$ cat src/rtl/cu_fsm_mc_if.sv
// Control-unit bus for the OTTER multicycle controller.
// Groups the instruction decode inputs, interrupt/memory handshake inputs
// and all control strobes. The controller takes the master view; the
// datapath (or a testbench standing in for it) takes the slave view.
interface cu_fsm_mc_if;
  logic [6:0] IR_OPCODE;
  logic [2:0] IR_FUNCT3;
  logic       INTR;
  logic       MIE;
  logic       MEM_READY;
  logic       PC_WRITE;
  logic       REG_WRITE;
  logic       MEM_WE2;
  logic       MEM_RDEN1;
  logic       MEM_RDEN2;
  logic       CSR_WE;
  logic       INT_TAKEN;
  logic       MRET_EXEC;
  logic       ILLEGAL_OP;
  logic       MEM_FAULT;
  logic       rst;
  logic [2:0] STATE;

  modport master (
    input  IR_OPCODE, IR_FUNCT3, INTR, MIE, MEM_READY,
    output PC_WRITE, REG_WRITE, MEM_WE2, MEM_RDEN1, MEM_RDEN2, CSR_WE,
           INT_TAKEN, MRET_EXEC, ILLEGAL_OP, MEM_FAULT, rst, STATE
  );

  modport slave (
    output IR_OPCODE, IR_FUNCT3, INTR, MIE, MEM_READY,
    input  PC_WRITE, REG_WRITE, MEM_WE2, MEM_RDEN1, MEM_RDEN2, CSR_WE,
           INT_TAKEN, MRET_EXEC, ILLEGAL_OP, MEM_FAULT, rst, STATE
  );
endinterface

$ cat src/rtl/cu_fsm_mc.sv
// Multicycle control-unit FSM for the OTTER RV32I core.
// INIT -> FETCH -> EXEC [-> WRITE_BACK] [-> INTR] -> FETCH, with
// variable-latency memory accesses, a bounded wait timeout that parks the
// machine in a sticky FAULT state, interrupt entry, MRET/CSR decode and
// a skip path for unknown opcodes. Strobes are decoded combinationally
// from the present state and the inputs, so they follow MEM_READY within
// the same cycle.
module cu_fsm_mc #(
  parameter int INTR_EN        = 1,
  parameter int MEM_HANDSHAKE  = 1,
  parameter int TIMEOUT_CYCLES = 15
) (
  input logic         CLK,
  input logic         RST,
  cu_fsm_mc_if.master bus
);

  localparam int CW = (TIMEOUT_CYCLES > 0) ? $clog2(TIMEOUT_CYCLES + 1) : 1;
  localparam logic [CW-1:0] TIMEOUT_VAL = CW'(TIMEOUT_CYCLES);

  localparam logic [6:0] OP_LUI    = 7'b0110111;
  localparam logic [6:0] OP_AUIPC  = 7'b0010111;
  localparam logic [6:0] OP_JAL    = 7'b1101111;
  localparam logic [6:0] OP_JALR   = 7'b1100111;
  localparam logic [6:0] OP_BRANCH = 7'b1100011;
  localparam logic [6:0] OP_LOAD   = 7'b0000011;
  localparam logic [6:0] OP_STORE  = 7'b0100011;
  localparam logic [6:0] OP_IMM    = 7'b0010011;
  localparam logic [6:0] OP_REG    = 7'b0110011;
  localparam logic [6:0] OP_SYSTEM = 7'b1110011;

  typedef enum logic [2:0] {
    S_INIT       = 3'd0,
    S_FETCH      = 3'd1,
    S_EXEC       = 3'd2,
    S_WRITE_BACK = 3'd3,
    S_INTR       = 3'd4,
    S_FAULT      = 3'd5
  } state_t;

  state_t        state;
  state_t        next_state;
  logic [CW-1:0] wait_cnt;
  logic          mem_ready;
  logic          intr_req;
  logic          is_mem_op;
  logic          access_pending;
  logic          timeout_hit;
  logic          instr_done;

  // Without the handshake every access finishes in its first cycle.
  assign mem_ready = (MEM_HANDSHAKE == 0) ? 1'b1 : bus.MEM_READY;
  assign intr_req  = (INTR_EN != 0) && bus.INTR && bus.MIE;
  assign is_mem_op = (bus.IR_OPCODE == OP_LOAD) || (bus.IR_OPCODE == OP_STORE);

  // A memory access is outstanding in FETCH and in EXEC of a load/store.
  assign access_pending = (state == S_FETCH) || ((state == S_EXEC) && is_mem_op);
  assign timeout_hit    = (TIMEOUT_CYCLES > 0) && access_pending && !mem_ready &&
                          (wait_cnt == TIMEOUT_VAL);

  assign bus.STATE = state;

  // Strobe decode and next-state selection from present state and inputs.
  always_comb begin
    bus.PC_WRITE   = 1'b0;
    bus.REG_WRITE  = 1'b0;
    bus.MEM_WE2    = 1'b0;
    bus.MEM_RDEN1  = 1'b0;
    bus.MEM_RDEN2  = 1'b0;
    bus.CSR_WE     = 1'b0;
    bus.INT_TAKEN  = 1'b0;
    bus.MRET_EXEC  = 1'b0;
    bus.ILLEGAL_OP = 1'b0;
    bus.MEM_FAULT  = 1'b0;
    bus.rst        = 1'b0;
    instr_done     = 1'b0;
    next_state     = state;

    case (state)
      S_INIT: begin
        bus.rst    = 1'b1;
        next_state = S_FETCH;
      end

      S_FETCH: begin
        bus.MEM_RDEN1 = 1'b1;
        if (timeout_hit) begin
          next_state = S_FAULT;
        end else if (mem_ready) begin
          next_state = S_EXEC;
        end
      end

      S_EXEC: begin
        case (bus.IR_OPCODE)
          OP_LUI, OP_AUIPC, OP_JAL, OP_JALR, OP_IMM, OP_REG: begin
            bus.PC_WRITE  = 1'b1;
            bus.REG_WRITE = 1'b1;
            instr_done    = 1'b1;
          end
          OP_BRANCH: begin
            bus.PC_WRITE = 1'b1;
            instr_done   = 1'b1;
          end
          OP_SYSTEM: begin
            bus.PC_WRITE = 1'b1;
            instr_done   = 1'b1;
            if (bus.IR_FUNCT3 == 3'b000) begin
              bus.MRET_EXEC = 1'b1;
            end else begin
              bus.CSR_WE    = 1'b1;
              bus.REG_WRITE = 1'b1;
            end
          end
          OP_STORE: begin
            bus.MEM_WE2 = 1'b1;
            if (mem_ready) begin
              bus.PC_WRITE = 1'b1;
              instr_done   = 1'b1;
            end else if (timeout_hit) begin
              next_state = S_FAULT;
            end
          end
          OP_LOAD: begin
            bus.MEM_RDEN2 = 1'b1;
            if (mem_ready) begin
              next_state = S_WRITE_BACK;
            end else if (timeout_hit) begin
              next_state = S_FAULT;
            end
          end
          default: begin
            bus.ILLEGAL_OP = 1'b1;
            bus.PC_WRITE   = 1'b1;
            instr_done     = 1'b1;
          end
        endcase
      end

      S_WRITE_BACK: begin
        bus.PC_WRITE  = 1'b1;
        bus.REG_WRITE = 1'b1;
        instr_done    = 1'b1;
      end

      S_INTR: begin
        bus.INT_TAKEN = 1'b1;
        bus.PC_WRITE  = 1'b1;
        next_state    = S_FETCH;
      end

      S_FAULT: begin
        bus.MEM_FAULT = 1'b1;
        next_state    = S_FAULT;
      end

      default: begin
        next_state = S_INIT;
      end
    endcase

    // Interrupts are only taken at an instruction boundary.
    if (instr_done) begin
      next_state = intr_req ? S_INTR : S_FETCH;
    end
  end

  // State register plus the per-access wait counter.
  always_ff @(posedge CLK or posedge RST) begin
    if (RST) begin
      state    <= S_INIT;
      wait_cnt <= '0;
    end else begin
      state <= next_state;
      if ((next_state != state) || mem_ready || !access_pending) begin
        wait_cnt <= '0;
      end else if (wait_cnt != '1) begin
        wait_cnt <= wait_cnt + 1'b1;
      end
    end
  end

endmodule
$ cat src/flat_wrapper.sv
// flat-port wrapper written by rule: the top's interface ports become plain ports
module cu_fsm_mc_flat 
#(
  parameter int INTR_EN        = 1,
  parameter int MEM_HANDSHAKE  = 1,
  parameter int TIMEOUT_CYCLES = 15
)
  (CLK, RST, bus_IR_OPCODE, bus_IR_FUNCT3, bus_INTR, bus_MIE, bus_MEM_READY, bus_PC_WRITE, bus_REG_WRITE, bus_MEM_WE2, bus_MEM_RDEN1, bus_MEM_RDEN2, bus_CSR_WE, bus_INT_TAKEN, bus_MRET_EXEC, bus_ILLEGAL_OP, bus_MEM_FAULT, bus_rst, bus_STATE);
  cu_fsm_mc_if bus_i ();
  input logic CLK;
  input logic RST;
  input wire logic [$bits(bus_i.IR_OPCODE)-1:0] bus_IR_OPCODE;
  input wire logic [$bits(bus_i.IR_FUNCT3)-1:0] bus_IR_FUNCT3;
  input wire logic [$bits(bus_i.INTR)-1:0] bus_INTR;
  input wire logic [$bits(bus_i.MIE)-1:0] bus_MIE;
  input wire logic [$bits(bus_i.MEM_READY)-1:0] bus_MEM_READY;
  output wire logic [$bits(bus_i.PC_WRITE)-1:0] bus_PC_WRITE;
  output wire logic [$bits(bus_i.REG_WRITE)-1:0] bus_REG_WRITE;
  output wire logic [$bits(bus_i.MEM_WE2)-1:0] bus_MEM_WE2;
  output wire logic [$bits(bus_i.MEM_RDEN1)-1:0] bus_MEM_RDEN1;
  output wire logic [$bits(bus_i.MEM_RDEN2)-1:0] bus_MEM_RDEN2;
  output wire logic [$bits(bus_i.CSR_WE)-1:0] bus_CSR_WE;
  output wire logic [$bits(bus_i.INT_TAKEN)-1:0] bus_INT_TAKEN;
  output wire logic [$bits(bus_i.MRET_EXEC)-1:0] bus_MRET_EXEC;
  output wire logic [$bits(bus_i.ILLEGAL_OP)-1:0] bus_ILLEGAL_OP;
  output wire logic [$bits(bus_i.MEM_FAULT)-1:0] bus_MEM_FAULT;
  output wire logic [$bits(bus_i.rst)-1:0] bus_rst;
  output wire logic [$bits(bus_i.STATE)-1:0] bus_STATE;
  assign bus_i.IR_OPCODE = bus_IR_OPCODE;
  assign bus_i.IR_FUNCT3 = bus_IR_FUNCT3;
  assign bus_i.INTR = bus_INTR;
  assign bus_i.MIE = bus_MIE;
  assign bus_i.MEM_READY = bus_MEM_READY;
  assign bus_PC_WRITE = bus_i.PC_WRITE;
  assign bus_REG_WRITE = bus_i.REG_WRITE;
  assign bus_MEM_WE2 = bus_i.MEM_WE2;
  assign bus_MEM_RDEN1 = bus_i.MEM_RDEN1;
  assign bus_MEM_RDEN2 = bus_i.MEM_RDEN2;
  assign bus_CSR_WE = bus_i.CSR_WE;
  assign bus_INT_TAKEN = bus_i.INT_TAKEN;
  assign bus_MRET_EXEC = bus_i.MRET_EXEC;
  assign bus_ILLEGAL_OP = bus_i.ILLEGAL_OP;
  assign bus_MEM_FAULT = bus_i.MEM_FAULT;
  assign bus_rst = bus_i.rst;
  assign bus_STATE = bus_i.STATE;
  cu_fsm_mc #(.INTR_EN(INTR_EN), .MEM_HANDSHAKE(MEM_HANDSHAKE), .TIMEOUT_CYCLES(TIMEOUT_CYCLES)) u_core (.CLK(CLK), .RST(RST), .bus(bus_i));
endmodule
$ cat config.mk
export PLATFORM = sky130hd
export DESIGN_NAME = cu_fsm_mc_flat
export DESIGN_NICKNAME = d
export VERILOG_FILES = /design/src/rtl/cu_fsm_mc_if.sv /design/src/rtl/cu_fsm_mc.sv /design/src/flat_wrapper.sv
export SDC_FILE = /design/constraint.sdc
export NUM_CORES = 1
export LEC_CHECK = 0
export BUFFER_PORTS_ARGS = -buffer_cell sky130_fd_sc_hd__buf_2
export CORE_UTILIZATION = 39
export DETAILED_ROUTE_END_ITERATION = 12
export HOLD_SLACK_MARGIN = 0.05
export PLACE_DENSITY = 0.8
export SKIP_CTS_REPAIR_TIMING = 1
export SLEW_MARGIN = 20
export SYNTH_ARGS = -nofsm -noshare
export SYNTH_HDL_FRONTEND = slang
export SYNTH_SLANG_ARGS = --single-unit
$ cat constraint.sdc
create_clock -name CLK -period 1.3 [get_ports CLK]
set_clock_uncertainty 0.1 [all_clocks]
set_input_delay 0 -clock CLK [delete_from_list [all_inputs] [get_ports CLK]]
set_output_delay 0 -clock CLK [all_outputs]
set_load 0.01 [all_outputs]
==> impl_summary.md, run 1 <==
STA
For this run, the top clock speed supported by timing is 663 MHz. The final critical path takes up 116% of the cycle. The number of endpoints failing setup at the final stage is 18. The smallest clock period supported by the final layout is computed as about 1.5 ns. Setup repair after global routing could not meet its margin everywhere. The sum of negative setup slack is -2.34 ns. Measured against its own limit, the worst slew margin works out to 81.2%. The final-report max-slew violation count is 0. The least setup slack across all paths after layout is -0.208 ns. The final count of hold timing violations is 0. Across all hold checks on the routed design, the worst slack comes to 0.0474 ns.

At the pin with the least slew margin, the transition time is 0.281 ns.

Logic synthesis
In the synthesized netlist, mux cells make up 0% of the area. Of the total synthesized cell area, the portion taken by AND, OR, NAND and NOR gates is 47.3%. The net count of the mapped netlist is 87.

In this run, synthesis produced a sequential element count of 7. The number of synthesized flops with an enable pin is 0. Dividing the synthesized area by the synthesized cell count gives roughly 8.0 sq um. The adder and majority gate portion of the synthesized area is 2.20%.

Synthesis produced 71 cells. The count of cell types in the netlist is 32. After synthesis, the largest family of logic cells by area is simple AND/OR/NAND/NOR gates. Among all flip-flop cells after synthesis, the most frequent one is sky130_fd_sc_hd__dfrtp_1. In the post-synthesis netlist, the biggest area contributors are sky130_fd_sc_hd__dfrtp_1 (31%), sky130_fd_sc_hd__nor2_1 (5.9%), sky130_fd_sc_hd__nor3b_1 (5.3%). The count of synthesis-stage warnings from yosys is 0. The proportion of synthesized chip area in sequential cells is 30.8%. Of the post-synthesis cell area, the dominant cell type holds 30.8%.

The summed instance area of the synthesized netlist is 569 sq um. The synthesized netlist devotes between 10% and 20% of its cell area to compound gates. The share of flip-flops with an asynchronous set or reset is 100%. The parity-gate share of the synthesized area counting xor and xnor cells is 0%. Of all cell types, the one taking the most synthesized area is sky130_fd_sc_hd__dfrtp_1.

Route
In the final routed layout, each cell accounts on average for approximately 16 microns. The detailed-route DRC error count is 0. The first detailed-routing pass ran for 6 iterations. The iteration-0 DRC count of the detailed router is 25. The remaining number of nets flagged by the antenna check after routing is 0.

The final wirelength is 2.26 mm. The via density per instance is 5.50. The total number of vias is 775.

Critical path
The critical path data arrival time is 1.41 ns. The setup path with the least slack is of type flip-flop to primary output. The maximum fanout along the worst path is 6. The element type at the critical path end is a primary output.

The worst setup path is launched from a flip-flop. The data required time at the worst endpoint is 1.20 ns.

Finish
In the final layout, the share of cells above drive strength 1 is 58.7%. Excluding fillers, the count of instances in the completed layout stands at 141. The post-route cell area is 1070 sq um. The count of inserted antenna diode cells is 0.

The final layout contains approximately 140 nets. The area added between synthesis and finish is 87.9%.

Run status
The flow ran to the end, but the final reports show violations. The checks that failed: negative setup slack.

Clock tree
The largest buffer count on any clock path is 2. After clock tree synthesis, the clock-pin slew on the worst setup and hold paths is around 0.050 ns. The number of H-tree branching levels is 1. The TritonCTS clock tree is yes. The clock drives 7 sinks. In this run, CTS created clock tree buffers numbering 3. The tree is rooted in a sky130_fd_sc_hd__clkbuf_4. The clock reaches the later pin of the worst-skew pair after 0.25 ns.

Pwr
Dividing total power by cell area gives a power density of 1730 nW/um^2. The sum of internal, switching and leakage power is approximately 1.8 mW. In this run the static leakage power is 0.516 nW.

The largest vdd supply drop is 0.994 mV.

Placed design
The number of input and output port buffers inserted is 28. The congestion estimate from routability-driven global placement came to 0.908. The cell count after placement is 127. The detailed placement HPWL is 1.35 mm. Summing all placed instances gives a cell area of 845 sq um.

GRT
The first global-routing pass estimated 2.52 mm of wire. The via count of the first global-routing pass is between 500 and 600. The maximum number of pins on one net before global-route repair is 9.

The initial antenna violation count is 0. Global routing used 23.4% of the available tracks. The final global-route overflow total is 0.

Min path
The worst min-delay path class is input port to flip-flop.

Floorplan
For this design the top-level I/O count stands at 29. Measured along the x axis, the die boundary spans about 40 microns. The floorplan die height is between 40 and 50 microns. The effective utilization at floorplan is 42.7%. The count of standard-cell rows is 13. The core region is around 1300 sq um.

The die covers about 1600 sq um.

Flow run
The tool flagged a number of max-cap violations equal to 0.
[report_power, final]
part | internal, mW | leakage (nW) | total, mW | switching (mW)
registers | 0.293 | 0.0882 | 0.404 | 0.110
clock network | 0.117 | 0.0150 | 0.199 | 0.0820
logic | 0.682 | 0.412 | 1.25 | 0.563
[worst paths after layout]
kind,from,to,slack (ns),cells past startpoint
worst max register to register,u_core.bus.STATE[2]$_DFF_PP0_,u_core.bus.STATE[1]$_DFF_PP0_,-0.19,6
min in group asynchronous,RST,u_core.wait_cnt[3]$_DFFE_PP0P_,0.11,3
max in group asynchronous,RST,u_core.bus.STATE[2]$_DFF_PP0_,0.74,3
worst min-delay path,bus_MEM_READY,u_core.bus.STATE[1]$_DFF_PP0_,0.05,3
worst max-delay path,u_core.bus.STATE[0]$_DFF_PP0_,bus_PC_WRITE,-0.21,4
worst min register to register,u_core.wait_cnt[0]$_DFFE_PP0P_,u_core.wait_cnt[0]$_DFFE_PP0P_,0.46,2
[layer usage]
| layer | track usage (%) | routed length (microns) |
|---|---|---|
| met4 | 5.83 | 10 |
| met3 | 5.00 | 126 |
| met2 | 39.5 | 1190 |
| met1 | 30.2 | 941 |
| met5 | 0 | 0 |
[synth_stat cells (2+ instances only)]
library cell               count
sky130_fd_sc_hd__a21oi_1       3
sky130_fd_sc_hd__inv_1         2
sky130_fd_sc_hd__nand3_1       4
sky130_fd_sc_hd__and2_1        3
sky130_fd_sc_hd__nor3_2        2
sky130_fd_sc_hd__nor2_1        9
sky130_fd_sc_hd__nand2_1       6
sky130_fd_sc_hd__dfrtp_1       7
sky130_fd_sc_hd__o21ai_0       4
sky130_fd_sc_hd__a21boi_0      2
sky130_fd_sc_hd__a31oi_1       2
sky130_fd_sc_hd__nand3b_1      2
sky130_fd_sc_hd__and3_1        3
sky130_fd_sc_hd__nor3b_1       4
[placed cells by master (no fill, tap or decap), drive strengths merged, types with 2 or more instances in the layout]
cell          n
dlygate4sd3   3
and2          3
nor2          9
a21oi         3
clkbuf        4
nor3          3
a31oi         2
dfrtp         7
nand2         6
inv           2
buf          49
a21boi        2
and3          4
o21ai         5
nand3         4
nand3b        2
nor3b         5
[registers in the layout, indices dropped and copies added, names as in the netlist]
| signal | cells |
|---|---|
| u_core.wait_cnt | 4 |
| u_core.bus.STATE | 3 |
[metrics by stage]
| stage | utilization [%] | worst slack [ns] |
|---|---|---|
| after floorplan | - | -0.0150 |
| after global placement | 63.3 | -0.0188 |
| after detailed placement | 63.3 | -0.0758 |
| after CTS | 65.3 | -0.273 |
| after global routing | 80.2 | -0.271 |
| final | 80.2 | -0.208 |
[kinds of logic (layout without fill, tap and decap cells)]
kind of cell	count (synthesis)	count (layout)
buf+inv	3	58
compound gates	16	16
simple gates	44	44
flops	7	7
fa+ha+maj	1	1
[cell type report]
| type | instances | area [sq um] |
|---|---|---|
| clock buffers | 4 | 26.3 |
| fillers | 92 | 264 |
| inverters | 2 | 7.51 |
| multi-input cells | 61 | 483 |
| flip-flops and latches | 7 | 179 |
| well taps | 15 | 18.8 |
| repair buffers | 52 | 355 |
[critical path, cell delays in order (launching register included)]
cell and delay [ns]:
sky130_fd_sc_hd__dfrtp_2 0.46, sky130_fd_sc_hd__nor3_4 0.23, sky130_fd_sc_hd__nand3_2 0.15, sky130_fd_sc_hd__a21o_1 0.19
sky130_fd_sc_hd__buf_2 0.13
Note: power is estimated with default switching activity, not from simulation.
==> run 2: changes to the inputs <==
--- a/config.mk
+++ b/config.mk
@@ -6,6 +6,7 @@
 export NUM_CORES = 1
 export LEC_CHECK = 0
 export BUFFER_PORTS_ARGS = -buffer_cell sky130_fd_sc_hd__buf_2
+export CORE_MARGIN = 3
 export CORE_UTILIZATION = 39
 export DETAILED_ROUTE_END_ITERATION = 12
 export HOLD_SLACK_MARGIN = 0.05
==> impl_summary.md, run 2 (synthesis results as in run 1) <==
Floorplan
The area enclosed by the die boundary is 1950 sq um (was 1620 sq um). The floorplan die height is 44.2 microns (was 40.2 microns). The width of the die is 44.2 microns (was 40.2 microns). The effective utilization at floorplan is 42.7% (unchanged). The count of boundary I/O pins is 29 (unchanged). The count of standard-cell rows came to 13 (unchanged).

The floorplan core area is 1330 sq um (unchanged).

Critical path
The setup slack of the worst register-to-register path is -0.11 ns (was -0.19 ns). The number of cells traversed by the worst register-to-register path came to 6 (unchanged). The critical setup path kind is flip-flop to primary output (unchanged). The critical path data arrival time was 1.41 ns (about the same). Critical Path, Cell by Cell: nor3_4 > nand3_2 > a21o_1 > buf_2 (unchanged). The element type at the critical path end was a primary output (unchanged). The nature of the critical path startpoint is a flip-flop (unchanged). The data required time at the worst endpoint is 1.20 ns (about the same). The endpoint of the most critical register-to-register path was u_core.bus.STATE[0]$_DFF_PP0_ (was u_core.bus.STATE[1]$_DFF_PP0_). The number of buffer and inverter instances along the worst setup path is 1 (unchanged). The peak per-stage delay on the critical path was 0.46 ns (about the same). The master of the slowest instance on the critical path is sky130_fd_sc_hd__dfrtp_2 (unchanged). The cell family contributing the most delay on the critical path is flip-flops (unchanged). The startpoint of the worst setup timing path was u_core.bus.STATE[0]$_DFF_PP0_ (unchanged). The maximum fanout along the worst path is 5 (was 6). The startpoint of the worst-slack reg-to-reg timing path was u_core.bus.STATE[0]$_DFF_PP0_ (was u_core.bus.STATE[2]$_DFF_PP0_).

Finish
The most common cell after layout, fill and taps aside is sky130_fd_sc_hd__buf_2 (unchanged). Leading cell types in the layout, fill and taps excluded: sky130_fd_sc_hd__buf_2 (27), sky130_fd_sc_hd__buf_4 (14), sky130_fd_sc_hd__nor2_1 (8) (was sky130_fd_sc_hd__buf_2 (26), sky130_fd_sc_hd__buf_4 (17), sky130_fd_sc_hd__nor2_1 (8)). The post-route cell area is 1020 sq um (was 1070 sq um). The count of inserted antenna diode cells is 0 (unchanged). The area added between synthesis and finish was 78.5% (was 87.9%). The flip-flop count of the largest register after layout is 4 (unchanged). The register ranked first by flip-flop count is u_core.wait_cnt (unchanged). The share of post-route cells with drive strength above 1 is 54.5% (was 58.7%). The final layout net count is 138 (was 143). The non-filler instance count after layout was 136 (was 141).

GRT
The global routing usage on met1 came to 24.3% (was 30.2%). The most crowded layer after global routing is met2 (unchanged). The routing usage on met3 was 3.66% (was 5.00%). The via count of the first global-routing pass came to 643 (was 594). The aggregate global-route resource usage is 18.9% (was 23.4%). The initial antenna violation count is 0 (unchanged). The final global-route overflow total is 0 (unchanged). The maximum number of pins on one net before global-route repair is 9 (unchanged). The first-pass GRT wire length was 2.73 mm (was 2.52 mm).

The met2 capacity usage during global routing was 31.1% (was 39.5%).

Min path
The worst min-delay path class is input port to flip-flop (unchanged). The number of cells on the worst hold path is 4 (was 3). The worst hold endpoint is u_core.bus.STATE[0]$_DFF_PP0_ (was u_core.bus.STATE[1]$_DFF_PP0_).

The hold path startpoint is bus_MEM_READY (unchanged).

STA
The final count of hold timing violations is 0 (unchanged). The fmax is 663 MHz (about the same). The final-report max-slew violation count is 0 (unchanged). The number of endpoints failing setup at the final stage was 16 (was 18). The shortest period the worst path allows is 1.51 ns (about the same). The pin slew with the least headroom to its limit is 0.274 ns (was 0.281 ns). Unrepaired setup endpoints after global routing: yes (unchanged).

The post-route fraction of the period consumed by the critical path is 116% (about the same). The max-slew headroom at the worst pin came to 81.5% (was 81.2%). The least setup slack across all paths after layout is -0.209 ns (was -0.208 ns).

Clock tree
The clock input transition at the sequential cells of the worst setup and hold paths is 0.05 ns (about the same). The largest buffer count on any clock path was 2 (unchanged). The cell at the root of the clock tree is sky130_fd_sc_hd__clkbuf_4 (unchanged). The number of H-tree branching levels is 1 (unchanged). The TritonCTS clock tree is yes (unchanged). The total clock buffers created by CTS was 3 (unchanged). The sink count of the clock tree came to 7 (unchanged). The later-pin clock latency in the skew report is 0.26 ns (was 0.25 ns).

Placed design
The number of input and output port buffers inserted is 28 (unchanged). The post-place instance area is 815 sq um (was 845 sq um). The global placer's final weighted congestion came to 0.875 (was 0.908). The cell count after placement came to 123 (was 127). The detailed placement HPWL is 1.36 mm (was 1.35 mm).

Pwr
The largest vdd supply drop was 1.42 mV (was 0.994 mV). The sum of internal, switching and leakage power is 1.76 mW (was 1.85 mW). The total leakage power was 0.489 nW (was 0.516 nW).

The power per cell area was 1730 nW/um^2 (about the same).

Route
The via density per instance is 5.46 (was 5.50). The detailed-route DRC error count was 0 (unchanged). The iteration-0 DRC count of the detailed router is 14 (was 25). The final wirelength is 2.15 mm (was 2.26 mm). The remaining number of nets flagged by the antenna check after routing was 0 (unchanged). The routed wire length per instance is 15.8 microns (was 16.1 microns). The detailed-router iteration count before antenna repair was 4 (was 6). The total number of vias is 743 (was 775).

Run status
Status: finished with violations (unchanged). Failing checks: negative setup slack (unchanged).

Flow run
The number of maximum-capacitance constraint violations is 0 (unchanged).
-- run 2: worst reg2reg max path: stages (launching register included) --
cell	delay (ns)
sky130_fd_sc_hd__dfrtp_2	0.46
sky130_fd_sc_hd__nor3_4	0.22
sky130_fd_sc_hd__buf_4	0.17
sky130_fd_sc_hd__buf_4	0.11
sky130_fd_sc_hd__o2111ai_2	0.08
sky130_fd_sc_hd__nand2_1	0.11
sky130_fd_sc_hd__a21boi_2	0.05
-- run 2: stage by stage --
stage / TNS [ns] / setup slack (ns) / util, % / hold slack (ns)
2_1_floorplan: -0.0444 / -0.0150 / - / -0.297
3_3_place_gp: -0.146 / -0.0866 / 61.1 / -0.164
3_5_place_dp: -0.264 / -0.0994 / 61.1 / -0.159
4_1_cts: -1.95 / -0.223 / 63.0 / -0.434
5_1_grt: -2.87 / -0.283 / 76.2 / 0.0608
6_report: -1.70 / -0.209 / 76.2 / 0.0522
-- run 2: layer usage --
metal	part of all wire, %	vias up	wire length (microns)
met5	0	-	0
met4	0.56	0	12
met3	2.5	2	54
met2	55	12	1180
met1	42	367	902
li1	-	362	-
-- run 2: where the power goes --
group | total, mW | switching, mW | internal [mW]
clock | 0.205 | 0.0870 | 0.118
sequential | 0.409 | 0.115 | 0.293
combinational | 1.15 | 0.526 | 0.622
-- run 2: final cells by class --
class                      count  area (sq um)
fill                         104           318
timing repair buffer          47           303
tap                           15          18.8
multi-input combinational     61           482
inverter                       2          7.51
clock buffer                   4          26.3
sequential                     7           179
-- run 2: how the worst max path moves through the flow --
stage                                           endpoint  depth (start not counted)
after floorplan           u_core.wait_cnt[3]$_DFFE_PP0P_                          4
after global placement     u_core.bus.STATE[0]$_DFF_PP0_                          5
after detailed placement   u_core.bus.STATE[0]$_DFF_PP0_                          5
after CTS                                  bus_REG_WRITE                          4
after global routing                        bus_PC_WRITE                          4
final                                       bus_PC_WRITE                          4
==> run 3: changes to the inputs <==
--- a/config.mk
+++ b/config.mk
@@ -6,11 +6,13 @@
 export NUM_CORES = 1
 export LEC_CHECK = 0
 export BUFFER_PORTS_ARGS = -buffer_cell sky130_fd_sc_hd__buf_2
+export CELL_PAD_IN_SITES_DETAIL_PLACEMENT = 0
+export CELL_PAD_IN_SITES_GLOBAL_PLACEMENT = 1
 export CORE_MARGIN = 3
-export CORE_UTILIZATION = 39
+export CORE_UTILIZATION = 30
 export DETAILED_ROUTE_END_ITERATION = 12
 export HOLD_SLACK_MARGIN = 0.05
-export PLACE_DENSITY = 0.8
+export PLACE_DENSITY = 0.84
 export SKIP_CTS_REPAIR_TIMING = 1
 export SLEW_MARGIN = 20
 export SYNTH_ARGS = -nofsm -noshare
==> constraint.sdc (replaced) <==
create_clock -name CLK -period 1.72 [get_ports CLK]
set_clock_uncertainty 0.1 [all_clocks]
set_input_delay 0 -clock CLK [delete_from_list [all_inputs] [get_ports CLK]]
set_output_delay 0 -clock CLK [all_outputs]
set_load 0.01 [all_outputs]
==> impl_summary.md, run 3 (synthesis results as in run 1) <==
Run status
Status: finished clean (was finished with violations).

Route
The via density per instance came to 5.06 (was 5.46). The iteration-0 DRC count of the detailed router is 13 (was 14). The total number of vias is 668 (was 743).

The remaining number of nets flagged by the antenna check after routing is 0 (unchanged). The detailed-route DRC error count is 0 (unchanged). The detailed-router iteration count before antenna repair came to 4 (unchanged).

The routed wire length per instance is 11.6 microns (was 15.8 microns). The final wirelength is 1.53 mm (was 2.15 mm).

Finish
The final layout net count is 124 (was 138). The share of post-route cells with drive strength above 1 is 37.4% (was 54.5%). The count of inserted antenna diode cells is 0 (unchanged).

Leading cell types in the layout, fill and taps excluded: sky130_fd_sc_hd__buf_2 (28), sky130_fd_sc_hd__nor2_1 (9), sky130_fd_sc_hd__nand2_1 (6) (was sky130_fd_sc_hd__buf_2 (27), sky130_fd_sc_hd__buf_4 (14), sky130_fd_sc_hd__nor2_1 (8)). The flip-flop count of the largest register after layout came to 4 (unchanged). The final core utilization is 46.5% (was 76.2%). The area added between synthesis and finish is 44.0% (was 78.5%). The register ranked first by flip-flop count was u_core.wait_cnt (unchanged). The most common cell after layout, fill and taps aside is sky130_fd_sc_hd__buf_2 (unchanged).

Clock tree
The clock input transition at the sequential cells of the worst setup and hold paths is 0.06 ns (was 0.05 ns). The cell at the root of the clock tree was sky130_fd_sc_hd__clkbuf_4 (unchanged). The TritonCTS clock tree is yes (unchanged).

The largest buffer count on any clock path is 2 (unchanged). The sink count of the clock tree is 7 (unchanged). The later-pin clock latency in the skew report is 0.26 ns (about the same). The total clock buffers created by CTS is 3 (unchanged). The number of H-tree branching levels was 1 (unchanged).

Critical path
The startpoint of the worst-slack reg-to-reg timing path is u_core.bus.STATE[0]$_DFF_PP0_ (unchanged). The startpoint of the worst setup timing path is u_core.bus.STATE[1]$_DFF_PP0_ (was u_core.bus.STATE[0]$_DFF_PP0_). The nature of the critical path startpoint is a flip-flop (unchanged). The element type at the critical path end is a primary output (unchanged). The critical setup path kind was flip-flop to primary output (unchanged). The data required time at the worst endpoint came to 1.62 ns (was 1.20 ns). The maximum fanout along the worst path is 9 (was 5). The critical path data arrival time is 1.51 ns (was 1.41 ns).

STA
The sum of negative setup slack came to 0 ns (was -1.70 ns). The max-slew headroom at the worst pin is 78.7% (was 81.5%). The shortest period the worst path allows is 1.61 ns. Unrepaired setup endpoints after global routing: no (was yes). The final count of hold timing violations is 0 (unchanged). The final-report max-slew violation count is 0 (unchanged). The post-route fraction of the period consumed by the critical path is 93.7%. The number of endpoints failing setup at the final stage is 0 (was 16). The fmax is 620 MHz.

The pin slew with the least headroom to its limit is 0.318 ns (was 0.274 ns).

Floorplan
The count of standard-cell rows is 15 (was 13). The width of the die is 49.6 microns (was 44.2 microns). The count of boundary I/O pins is 29 (unchanged). The floorplan core area was 1760 sq um (was 1330 sq um). The effective utilization at floorplan is 32.3% (was 42.7%).

The area enclosed by the die boundary came to 2460 sq um (was 1950 sq um). The floorplan die height is 49.6 microns (was 44.2 microns).

GRT
The initial antenna violation count came to 0 (unchanged). The maximum number of pins on one net before global-route repair is 12 (was 9). The via count of the first global-routing pass was 620 (was 643). The first-pass GRT wire length is 2.59 mm (was 2.73 mm). The aggregate global-route resource usage is 13.4% (was 18.9%). The final global-route overflow total came to 0 (unchanged).

Placed design
The number of input and output port buffers inserted came to 28 (unchanged). The detailed placement HPWL is 1.20 mm (was 1.36 mm). The global placer's final weighted congestion is 0.823 (was 0.875).

Pwr
The total leakage power came to 0.411 nW (was 0.489 nW). The largest vdd supply drop is 0.583 mV (was 1.42 mV). The power per cell area is 1140 nW/um^2 (was 1730 nW/um^2).

Flow run
The number of maximum-capacitance constraint violations is 0 (unchanged).

Min path
The worst min-delay path class is input port to async pin (was input port to flip-flop).
-- run 3: changes by cell type in the layout (fill, tap and decap cells not counted), moves of 2 or more --
cell	before	now
sky130_fd_sc_hd__buf_4	14	1
sky130_fd_sc_hd__buf_6	2	0
sky130_fd_sc_hd__nand3_1	2	4
sky130_fd_sc_hd__nor3b_1	2	4
sky130_fd_sc_hd__nor3b_4	3	0
-- run 3: worst paths after layout --
| kind | to | slack [ns] | depth (start not counted) |
|---|---|---|---|
| worst max register to register | u_core.wait_cnt[3]$_DFFE_PP0P_ | 0.22 | 4 |
| worst min register to register | u_core.wait_cnt[0]$_DFFE_PP0P_ | 0.40 | 1 |
| worst max-delay path | bus_MEM_RDEN2 | 0.11 | 4 |
| worst min-delay path | u_core.wait_cnt[1]$_DFFE_PP0P_ | 0.11 | 3 |
| min in group CLK | u_core.bus.STATE[0]$_DFF_PP0_ | 0.15 | 5 |
| max in group asynchronous | u_core.bus.STATE[2]$_DFF_PP0_ | 1.19 | 3 |
-- run 3: critical path: stages (launching register included) --
cell                      delay [ns]
sky130_fd_sc_hd__dfrtp_1        0.48
sky130_fd_sc_hd__nor3b_2        0.23
sky130_fd_sc_hd__and3_2         0.25
sky130_fd_sc_hd__nor2b_1        0.15
sky130_fd_sc_hd__buf_2          0.14
-- run 3: metrics by stage --
step	area, sq um	cells	power [mW]	worst slack, ns	hold WS, ns
after floorplan	569	71	0.589	0.281	-0.297
after global placement	736	123	0.766	0.204	-0.159
after detailed placement	736	123	0.763	0.171	-0.165
after CTS	763	127	0.923	0.00161	-0.443
after global routing	820	132	1.02	0.0139	0.142
final	820	132	0.936	0.108	0.109
-- run 3: metal layers --
metal / vias up / track usage, % / wire length, microns
met2: 18 / 24.0 / 769
met4: 0 / 6.91 / 31
met5: - / 0 / 0
li1: 338 / - / -
met1: 308 / 15.1 / 672
met3: 4 / 1.81 / 55
-- run 3: layout make-up --
type                       instances  area (sq um)
fill                             192           945
multi-input combinational         61           388
timing repair buffer              33           188
sequential                         7           178
tap                               25          31.3
clock buffer                       3          22.5
inverter                           2          7.51
clock inverter                     1          5.00
-- run 3: power by group --
group / leakage, nW / total [mW] / switching [mW] / internal (mW)
combinational: 0.304 / 0.462 / 0.236 / 0.225
clock: 0.0177 / 0.152 / 0.0672 / 0.0853
sequential: 0.0896 / 0.322 / 0.103 / 0.219
